[config.mk]
export PLATFORM = sky130hd
export DESIGN_NAME = icache_direct_mapped_flat
export DESIGN_NICKNAME = d
export VERILOG_FILES = /design/src/rtl/icache_pkg.sv /design/src/rtl/icache_if.sv /design/src/rtl/icache_fill_fsm.sv /design/src/rtl/icache_direct_mapped.sv /design/src/flat_wrapper.sv
export SDC_FILE = /design/constraint.sdc
export NUM_CORES = 1
export LEC_CHECK = 0
export BUFFER_PORTS_ARGS = -buffer_cell sky130_fd_sc_hd__clkbuf_2
export CORE_MARGIN = 10
export CORE_UTILIZATION = 55
export DETAILED_ROUTE_END_ITERATION = 16
export HOLD_SLACK_MARGIN = 0.08
export PLACE_DENSITY = 0.72
export SETUP_SLACK_MARGIN = 0.05
export SLEW_MARGIN = 20
export SYNTH_ARGS = -nofsm -noshare
export SYNTH_HDL_FRONTEND = slang
export SYNTH_HIERARCHICAL = 1
export SYNTH_SLANG_ARGS = --single-unit
export TNS_END_PERCENT = 100
[constraint.sdc]
create_clock -name clk -period 4.8 [get_ports clk]
set_input_delay 0.96 -clock clk [delete_from_list [all_inputs] [get_ports clk]]
set_output_delay 0.96 -clock clk [all_outputs]
set_load 0.02 [all_outputs]
[src/rtl/icache_pkg.sv]
// Shared types, default geometry and address-field helpers for the direct-mapped instruction cache.
package icache_pkg;

  localparam int LINE_WORDS_LOG_DEF = 2;
  localparam int SET_LOG_DEF        = 3;

  typedef enum logic [1:0] {
    IDLE  = 2'd0,
    FILL  = 2'd1,
    DRAIN = 2'd2
  } state_e;

  // Helpers return full-width fields; callers truncate to the geometry in use.
  function automatic logic [29:0] get_offset(input logic [29:0] addr, input int lw);
    return addr & ((30'd1 << lw) - 30'd1);
  endfunction

  function automatic logic [29:0] get_index(input logic [29:0] addr, input int lw, input int sl);
    return (addr >> lw) & ((30'd1 << sl) - 30'd1);
  endfunction

  function automatic logic [29:0] get_tag(input logic [29:0] addr, input int lw, input int sl);
    return addr >> (lw + sl);
  endfunction

endpackage

[src/rtl/icache_if.sv]
// Fetch-side and instruction-memory signals of the cache bundled as one interface.
interface icache_if;

  logic        cpu_req;
  logic [29:0] cpu_addr;
  logic [31:0] cpu_rdata;
  logic        cpu_miss;
  logic        flush;
  logic [29:0] mem_addr;
  logic [31:0] mem_rdata;

  modport master (
    output cpu_req, cpu_addr, flush, mem_rdata,
    input  cpu_rdata, cpu_miss, mem_addr
  );

  modport slave (
    input  cpu_req, cpu_addr, flush, mem_rdata,
    output cpu_rdata, cpu_miss, mem_addr
  );

endinterface

[src/rtl/icache_fill_fsm.sv]
// Line-refill sequencer: latches the missing line base, walks memory word 0 upward and
// emits the array write strobes; flush or reset abandons a partial line.
//
// state | meaning
// IDLE  | no refill in progress; a miss (without flush) starts one
// FILL  | mem_addr = {tag,index,cnt}; word cnt-1 written from mem_rdata when cnt>0
// DRAIN | last word written, tag stored and line marked valid
module icache_fill_fsm
  import icache_pkg::*;
#(
  parameter int LINE_WORDS_LOG = LINE_WORDS_LOG_DEF,
  parameter int SET_LOG        = SET_LOG_DEF,
  parameter int TAG_W          = 30 - LINE_WORDS_LOG - SET_LOG
) (
  input  logic                      clk,
  input  logic                      rst_n,
  input  logic                      start,
  input  logic                      flush,
  input  logic [TAG_W-1:0]          req_tag,
  input  logic [SET_LOG-1:0]        req_index,
  output logic                      busy,
  output logic                      miss_start,
  output logic [29:0]               mem_addr,
  output logic                      wr_en,
  output logic [LINE_WORDS_LOG-1:0] wr_word,
  output logic [SET_LOG-1:0]        line_index,
  output logic [TAG_W-1:0]          line_tag,
  output logic                      line_valid
);

  localparam logic [1:0] S_IDLE  = IDLE;
  localparam logic [1:0] S_FILL  = FILL;
  localparam logic [1:0] S_DRAIN = DRAIN;

  localparam logic [LINE_WORDS_LOG-1:0] CNT_LAST = '1;

  logic [1:0]                state;
  logic [LINE_WORDS_LOG-1:0] cnt;

  always_ff @(posedge clk) begin
    if (!rst_n) begin
      state      <= S_IDLE;
      cnt        <= '0;
      line_index <= '0;
      line_tag   <= '0;
    end else if (flush) begin
      state <= S_IDLE;
      cnt   <= '0;
    end else begin
      case (state)
        S_IDLE: begin
          if (start) begin
            line_tag   <= req_tag;
            line_index <= req_index;
            cnt        <= '0;
            state      <= S_FILL;
          end
        end
        S_FILL: begin
          cnt <= cnt + LINE_WORDS_LOG'(1);
          if (cnt == CNT_LAST) state <= S_DRAIN;
        end
        S_DRAIN: begin
          cnt   <= '0;
          state <= S_IDLE;
        end
        default: begin
          cnt   <= '0;
          state <= S_IDLE;
        end
      endcase
    end
  end

  assign busy       = (state != S_IDLE);
  assign miss_start = (state == S_IDLE) && start && !flush;
  assign mem_addr   = (state == S_FILL) ? {line_tag, line_index, cnt} : 30'd0;

  // Memory data trails mem_addr by one cycle, so FILL writes the previous word.
  assign wr_en      = !flush && (((state == S_FILL) && (cnt != '0)) || (state == S_DRAIN));
  assign wr_word    = (state == S_DRAIN) ? CNT_LAST : (cnt - LINE_WORDS_LOG'(1));
  assign line_valid = (state == S_DRAIN) && !flush;

endmodule

[src/rtl/icache_direct_mapped.sv]
// Direct-mapped read-only instruction cache: register arrays, combinational hit path and
// refill sequencer. Optional hit/miss counters are built when ICACHE_PERF_CNT_EN is defined.
module icache_direct_mapped
  import icache_pkg::*;
#(
  parameter int LINE_WORDS_LOG = LINE_WORDS_LOG_DEF,
  parameter int SET_LOG        = SET_LOG_DEF,
  parameter int TAG_W          = 30 - LINE_WORDS_LOG - SET_LOG
) (
  input  logic        clk,
  input  logic        rst_n,
  icache_if.slave     bus
`ifdef ICACHE_PERF_CNT_EN
  ,
  output logic [31:0] hit_cnt,
  output logic [31:0] miss_cnt
`endif
);

  localparam int WORDS = 1 << LINE_WORDS_LOG;
  localparam int SETS  = 1 << SET_LOG;

  logic [SETS-1:0]  valid;
  logic [TAG_W-1:0] tag_arr  [SETS];
  logic [31:0]      data_arr [SETS*WORDS];

  logic [TAG_W-1:0]          req_tag;
  logic [SET_LOG-1:0]        req_index;
  logic [LINE_WORDS_LOG-1:0] req_offset;
  logic                      hit;

  logic                      busy;
  logic                      miss_start;
  logic                      wr_en;
  logic [LINE_WORDS_LOG-1:0] wr_word;
  logic [SET_LOG-1:0]        line_index;
  logic [TAG_W-1:0]          line_tag;
  logic                      line_valid;

  assign req_tag    = TAG_W'(get_tag(bus.cpu_addr, LINE_WORDS_LOG, SET_LOG));
  assign req_index  = SET_LOG'(get_index(bus.cpu_addr, LINE_WORDS_LOG, SET_LOG));
  assign req_offset = LINE_WORDS_LOG'(get_offset(bus.cpu_addr, LINE_WORDS_LOG));

  assign hit           = bus.cpu_req && valid[req_index] && (tag_arr[req_index] == req_tag);
  assign bus.cpu_rdata = data_arr[{req_index, req_offset}];
  assign bus.cpu_miss  = busy || (bus.cpu_req && !hit);

  icache_fill_fsm #(
    .LINE_WORDS_LOG (LINE_WORDS_LOG),
    .SET_LOG        (SET_LOG),
    .TAG_W          (TAG_W)
  ) u_fill_fsm (
    .clk        (clk),
    .rst_n      (rst_n),
    .start      (bus.cpu_req && !hit),
    .flush      (bus.flush),
    .req_tag    (req_tag),
    .req_index  (req_index),
    .busy       (busy),
    .miss_start (miss_start),
    .mem_addr   (bus.mem_addr),
    .wr_en      (wr_en),
    .wr_word    (wr_word),
    .line_index (line_index),
    .line_tag   (line_tag),
    .line_valid (line_valid)
  );

  // Flush clears every line at once and overrides a same-cycle validate.
  always_ff @(posedge clk) begin
    if (!rst_n) begin
      valid <= '0;
    end else if (bus.flush) begin
      valid <= '0;
    end else if (line_valid) begin
      valid[line_index] <= 1'b1;
    end
  end

  // Tag and data storage carries no reset; the valid bits gate every use.
  always_ff @(posedge clk) begin
    if (line_valid) tag_arr[line_index] <= line_tag;
    if (wr_en) data_arr[{line_index, wr_word}] <= bus.mem_rdata;
  end

`ifdef ICACHE_PERF_CNT_EN
  always_ff @(posedge clk) begin
    if (!rst_n) begin
      hit_cnt  <= '0;
      miss_cnt <= '0;
    end else begin
      if (!busy && hit) hit_cnt <= hit_cnt + 32'd1;
      if (miss_start) miss_cnt <= miss_cnt + 32'd1;
    end
  end
`endif

endmodule

[src/flat_wrapper.sv]
// flat-port wrapper written by rule: the top's interface ports become plain ports
module icache_direct_mapped_flat import icache_pkg::*;
#(
  parameter int LINE_WORDS_LOG = LINE_WORDS_LOG_DEF,
  parameter int SET_LOG        = SET_LOG_DEF,
  parameter int TAG_W          = 30 - LINE_WORDS_LOG - SET_LOG
)
  (clk, rst_n, bus_cpu_req, bus_cpu_addr, bus_flush, bus_mem_rdata, bus_cpu_rdata, bus_cpu_miss, bus_mem_addr);
  icache_if bus_i ();
  input  logic clk;
  input  logic rst_n;
  input wire logic [$bits(bus_i.cpu_req)-1:0] bus_cpu_req;
  input wire logic [$bits(bus_i.cpu_addr)-1:0] bus_cpu_addr;
  input wire logic [$bits(bus_i.flush)-1:0] bus_flush;
  input wire logic [$bits(bus_i.mem_rdata)-1:0] bus_mem_rdata;
  output wire logic [$bits(bus_i.cpu_rdata)-1:0] bus_cpu_rdata;
  output wire logic [$bits(bus_i.cpu_miss)-1:0] bus_cpu_miss;
  output wire logic [$bits(bus_i.mem_addr)-1:0] bus_mem_addr;
  assign bus_i.cpu_req = bus_cpu_req;
  assign bus_i.cpu_addr = bus_cpu_addr;
  assign bus_i.flush = bus_flush;
  assign bus_i.mem_rdata = bus_mem_rdata;
  assign bus_cpu_rdata = bus_i.cpu_rdata;
  assign bus_cpu_miss = bus_i.cpu_miss;
  assign bus_mem_addr = bus_i.mem_addr;
  icache_direct_mapped #(.LINE_WORDS_LOG(LINE_WORDS_LOG), .SET_LOG(SET_LOG), .TAG_W(TAG_W)) u_core (.clk(clk), .rst_n(rst_n), .bus(bus_i));
endmodule
After elaboration in Yosys (flattened, before gate mapping)
Memories as Yosys holds them, arrays and structs flattened.
Cells that the tools add are included.
{"block": "op_classes", "add_sub_neg": 2, "magnitude_cmp": 3, "eq_ne": 6, "mux": 15, "bitwise_logic": 3, "n_reduce_logical": 17}
{"op": "30-bit 2-to-1 mux", "n": 1}
{"op": "25-bit equality test", "n": 1}
{"op": "3-bit by 4-bit less-than comparator with 1-bit output (second input constant)", "n": 2}
{"op": "2-bit 2-to-1 mux", "n": 4}
{"op": "8-bit OR", "n": 1}
{"op": "2-bit case mux with 2 select lines", "n": 2}
{"op": "1-bit logical AND", "n": 7}
{"op": "1-bit 2-to-1 mux", "n": 6}
{"op": "2-bit equality test (second input constant)", "n": 2}
{"op": "2-bit inequality test (second input constant)", "n": 2}
{"op": "2-bit nonzero test", "n": 2}
{"op": "1-bit binary-select mux with 3-bit select", "n": 1}
{"op": "1-bit demux with 3-bit select", "n": 1}
{"op": "3-bit by 1-bit >= comparator with 1-bit output (second input constant)", "n": 1}
{"op": "3-bit AND reduction", "n": 1}
{"op": "2-bit by 1-bit adder with 2-bit output (second input constant)", "n": 1}
{"op": "2-bit by 1-bit equality test with 1-bit output (second input constant)", "n": 1}
{"op": "1-bit zero test", "n": 2}
{"op": "2-bit zero test", "n": 1}
{"op": "1-bit logical OR", "n": 2}
{"op": "1-bit NOT", "n": 2}
{"op": "2-bit AND reduction", "n": 1}
{"op": "2-bit OR reduction", "n": 1}
{"op": "2-bit by 1-bit subtractor with 2-bit output (second input constant)", "n": 1}
{"block": "word_totals", "ff_bits": 40, "ramBits": 1224, "input_bits": 66, "output_inout_bits": 63, "word_cells": 53, "memories": 2}
{"memory": "u_core.data_arr", "depth": 32, "word_bits": 32, "read_ports": 1, "rd_clocked_by_memory_dff": 0, "wr": 1, "line": "icache_direct_mapped.sv:25", "text": "logic [31:0] data_arr [SETS*WORDS];"}
{"memory": "u_core.tag_arr", "depth": 8, "word_bits": 25, "read_ports": 1, "rd_clocked_by_memory_dff": 0, "wr": 1, "line": "icache_direct_mapped.sv:24", "text": "logic [TAG_W-1:0] tag_arr [SETS];"}

Longest topological paths before layout
{"block": "logic_depth", "ltp_word": 8, "ltp_mapped": 13, "mapped_depth_nobuf": 8}

By module
Netlist, hierarchy kept.
{"module": "icache_direct_mapped", "n_inst": 1, "cells_each": 1902, "area_per_inst_um2": 47224.0, "seq_area_each_um2": 36915.4}
{"module": "icache_fill_fsm", "n_inst": 1, "cells_each": 184, "area_per_inst_um2": 1596.5, "seq_area_each_um2": 640.6}

Worst setup path after synthesis
No wires, ideal clock.
{"block": "synth_timing", "path_type": "input -> output", "startpoint": "in bus_cpu_addr[2]", "endpoint": "out bus_cpu_miss", "arrival_time_ns": 2.752, "t_required_ns": 3.840, "path_slack_ns": 1.088, "stages": 8, "n_path_buf": 2, "cell_sequence": "buf_6 > buf_6 > mux4_2 > mux2i_1 > xor2_1 > nand4_1 > nor4b_1 > a41oi_1"}
{"block": "synth_via", "elab_chain_cells": 7, "elab_cells_between_ends": 9, "classes_between": "eq/ne (1); mux (2); reduce/logical (5); memory (1)"}
{"item": "start, declared", "line": "flat_wrapper.sv:13", "text": "input wire logic [$bits(bus_i.cpu_addr)-1:0] bus_cpu_addr;"}
{"item": "parallel branches: the longest is 3 deep, another holds memory 8 x 25 bit"}
{"item": "1-bit logical AND (*)", "line": "icache_direct_mapped.sv:44", "text": "assign hit = bus.cpu_req && valid[req_index] && (tag_arr[req_index] == req_tag);"}
{"item": "1-bit zero test (*)", "line": "icache_direct_mapped.sv:46", "text": "assign bus.cpu_miss = busy || (bus.cpu_req && !hit);"}
{"item": "1-bit logical AND (*)", "line": "icache_direct_mapped.sv:46"}
{"item": "1-bit logical OR (*)", "line": "icache_direct_mapped.sv:46"}
{"item": "end, declared", "line": "flat_wrapper.sv:17", "text": "output wire logic [$bits(bus_i.cpu_miss)-1:0] bus_cpu_miss;"}
Every way passes the cells marked *. The select of a mux whose other input is x is not followed.

Worst setup path after layout
{"block": "layout_timing", "startpoint": "in bus_cpu_addr[3]", "endpoint": "out bus_cpu_miss"}
The elaborated chain is that of the path after synthesis.

==> results.yml <==
outcome:
  status: "complete, no violations"
floorplan:
  fp.dieH_um: 317.9
  die_x_um: 317.9
  start_util: 0.5533
  ioPinCount: 129
  num_rows: 109
  core_area_mm2: 0.08824
  die_area_mm2: 0.1011
global_route:
  overflow: 0
  grt_pass1_wl_mm: 161.4
  grt_pass1_vias: 23433
  grt_max_degree: 51
  antenna_found_initial: 4
  grt_usage: 0.2171
clock_network:
  cts_setup_buffers: 0
  clk_path_buf_depth: 3
  hold_buffers: 0
  cts_sinks: 1264
  cts-buffers-inserted: 119
  insertion_delay_ns: 0.71
  htreeDepth: 3
  root_buffer: "clkbuf_16"
  cts_tree: "built"
  cts_resized: 0
  cts.clk_slew.worst_paths_ns: 0.06
critical_path:
  cp_max_fo: 49
  required_ns: 3.84
  cp.arrival_ns: 3.37
  cpPeakStageDelay_ns: 0.49
  crit_path_top_delay_cell: "buf_4"
  crit_chain: "buf_6 -> buf_4 -> mux4_2 -> mux2i_1 -> xor2_1 -> nand2_1 -> nor3_1 -> a41oi_1 -> clkbuf_2"
  criticalPathCategory: "input pin to output pin"
  path_delay_family: "buffers and inverters"
  cp-start-kind: "input pin"
  crit_buf_inv: 3
  cp-end-kind: "output pin"
detailed_routing:
  met1_length_mm: 42.22
  drcViolationCount: 0
  wl_per_cell_um: 30.80
  wl_mm: 110.2
  routed-wl-met2_mm: 55.70
  routed.top_layer: "met5"
  viasPerCell: 6.327
  dr.pass1.iters: 5
  wl_met3_mm: 8.985
  drtAntennaViolNets: 0
  drtIter0Drc: 2616
  vias: 22638
sta:
  period_share: 0.9025
  rsz0062_at_grt: "false"
  tightest_slew_ns: 0.9287
  setup_tns_ns: 0
  period_needed_ns: 4.332
  finalClockSkew_ns: 0.02030
  hold_viol: 0
  whs_ns: 0.4716
  fmax_mhz: 230.9
  final-max-slew-violation-count: 0
  timing.slew.headroom: 0.3794
  setup_viol: 0
yosys:
  synthCells: 2086
  yosysUniqueCellTypes: 43
  async_flop_share: 0
  yosysWarnings: 6
  synth_nets: 2154
  netlist_area_mm2: 0.04882
  ys_ff_latch: 1264
  synth_flop_cell: "edfxtp_1"
  seq_area_frac_synth: 0.7693
  synth_edf_count: 1224
  avgSynthCellArea_um2: 23.40
final_layout:
  area_growth_pct: 13.99
  layout.nets: 2374
  drive_gt1_frac: 0.3473
  final_cells: 3578
pwr:
  ir_worst_vdd_mv: 0.2813
  internal_power_uw: 17990
  leakagePower_uw: 0.01767
  powerDensity_mw_per_mm2: 405.4
  power_frac_seq: 0.538
  swShare: 0.2026
  power_frac_clock: 0.417
  p_switching_uw: 4570
  p_comb_frac: 0.045
  total_power_uw: 22560
job:
  drv_cap: 0
placed_design:
  dp.cells: 3350
  place_congestion: 0.7879
  portBuffers: 128
  post-dp-hpwl_mm: 59.23
hold_path:
  min_path_type: "register to register"
-- routing by layer --
| layer | global-route usage | vias up |
|---|---|---|
| met1 | 0.2913 | 12123 |
| met3 | 0.04049 | 203 |
| li1 | - | 9302 |
| met5 | 0 | - |
| met4 | 0.07713 | 2 |
| met2 | 0.3559 | 1008 |
-- layout make-up --
cell class	count	area [µm²]
clock inverters	82	815.8
repair buffers	204	1749
clock buffers	143	3161
fillers	5677	32590
inverters	5	18.77
diodes	3	7.507
well taps	1165	1458
multi-input cells	712	10880
flip-flops and latches	1264	37560
-- logic make-up (layout without fill, tap and decap cells) --
logic type | count (synthesis) | after routing | synth area share
xor gates and xnor gates | 21 | 21 | 0.003767
other | 0 | 3 | 0
buffers and inverters | 110 | 434 | 0.01317
AOI/OAI and AO/OA | 24 | 24 | 0.003922
and+or+nand+nor | 206 | 206 | 0.02112
adders and majority gates | 2 | 2 | 0.0005125
DFF | 1264 | 1264 | 0.7693
muxes | 459 | 459 | 0.1882
-- through the flow --
stage	cell area, µm²	util	setup WS, ns
detailed placement	51670	0.5855	0.4084
global placement	51670	0.5855	0.4261
CTS	55640	0.6306	0.4196
finish	55650	0.6307	0.4682
floorplan	48820	-	1.088
global route	55650	0.6307	0.2469
-- cell usage after synthesis (3+ instances only) --
cell,number,area (µm²)
xor2_1,21,183.9
nor2b_1,4,25.02
nor2_1,52,195.2
nand2_1,72,270.3
nor4_1,3,18.77
mux4_2,364,8198
buf_2,31,155.2
dfxtp_1,40,800.8
inv_1,5,18.77
a22oi_1,5,37.54
nand3_1,6,30.03
buf_6,12,135.1
nand2b_1,6,37.54
edfxtp_1,1224,36760
buf_4,24,180.2
mux2i_1,62,620.6
nand3b_1,8,60.06
clkbuf_1,34,127.6
and2_1,31,193.9
mux2_2,33,371.6
a21oi_1,5,25.02
or3b_1,4,35.03
o21ba_2,6,60.06
buf_1,3,11.26
or3b_2,3,26.28
nand4_1,7,43.79
-- worst paths after layout --
kind | startpoint | end | slack, ns | depth (start not counted)
max | bus_cpu_addr[3] | bus_cpu_miss | 0.47 | 9
max reg2reg | u_core/u_fill_fsm/cnt[0] | u_core/data_arr[19][6] | 1.33 | 7
min reg2reg | u_core/valid[0] | u_core/valid[0] | 0.47 | 2
min | u_core/valid[0] | u_core/valid[0] | 0.47 | 2
-- power by group through the flow --
stage | registers [µW] | clock network, µW | logic [µW]
global placement | 12400 | 0 | 1000
floorplan | 12400 | 0 | 671
detailed placement | 12400 | 0 | 1030
global route | 12100 | 10000 | 1090
finish | 12100 | 9420 | 1020
CTS | 12100 | 9570 | 1030
-- state kept, by name, indices dropped and copies added (netlist names) --
| signal | cells |
|---|---|
| u_core/u_fill_fsm/line_index | 3 |
| u_core/tag_arr | 200 |
| u_core/data_arr | 1024 |
| u_core/valid | 8 |
| u_core/u_fill_fsm/cnt | 2 |
| u_core/u_fill_fsm/line_tag | 25 |
| u_core/u_fill_fsm/state | 2 |
-- worst register-to-register path, stage by stage, from the launching register on --
cell	delay, ns
dfxtp_1	0.41
inv_1	0.07
ha_1	0.19
or3b_1	0.34
a21oi_1	0.27
nand3_1	0.65
nor2_4	0.74
buf_4	0.44
-- layout by cell type, fill, tap and decap left out, types with 3 or more instances in the layout --
cell	netlist	layout
inv_1	5	5
nor2_4	0	32
clkinvlp_4	0	7
mux2i_1	62	62
or3b_1	4	4
mux4_2	364	364
buf_12	0	40
nand3_1	6	6
diode_2	0	3
a21oi_1	5	5
nor2_1	52	12
clkbuf_8	0	6
clkbuf_16	0	121
clkbuf_2	0	123
clkinv_1	0	26
buf_4	24	37
nand4_1	7	7
dfxtp_1	40	40
clkinv_4	0	3
and2_1	31	31
mux2_2	33	33
edfxtp_1	1224	1224
nor2_2	0	8
o21ba_2	6	6
clkbuf_1	34	17
nand2_1	72	72
nor2b_1	4	3
or3b_2	3	3
clkinv_2	0	27
nor4_1	3	3
nand3b_1	8	8
bufinv_16	0	14
nand2b_1	6	6
a22oi_1	5	5
xor2_1	21	21
Note: power is estimated with default switching activity, not from simulation.
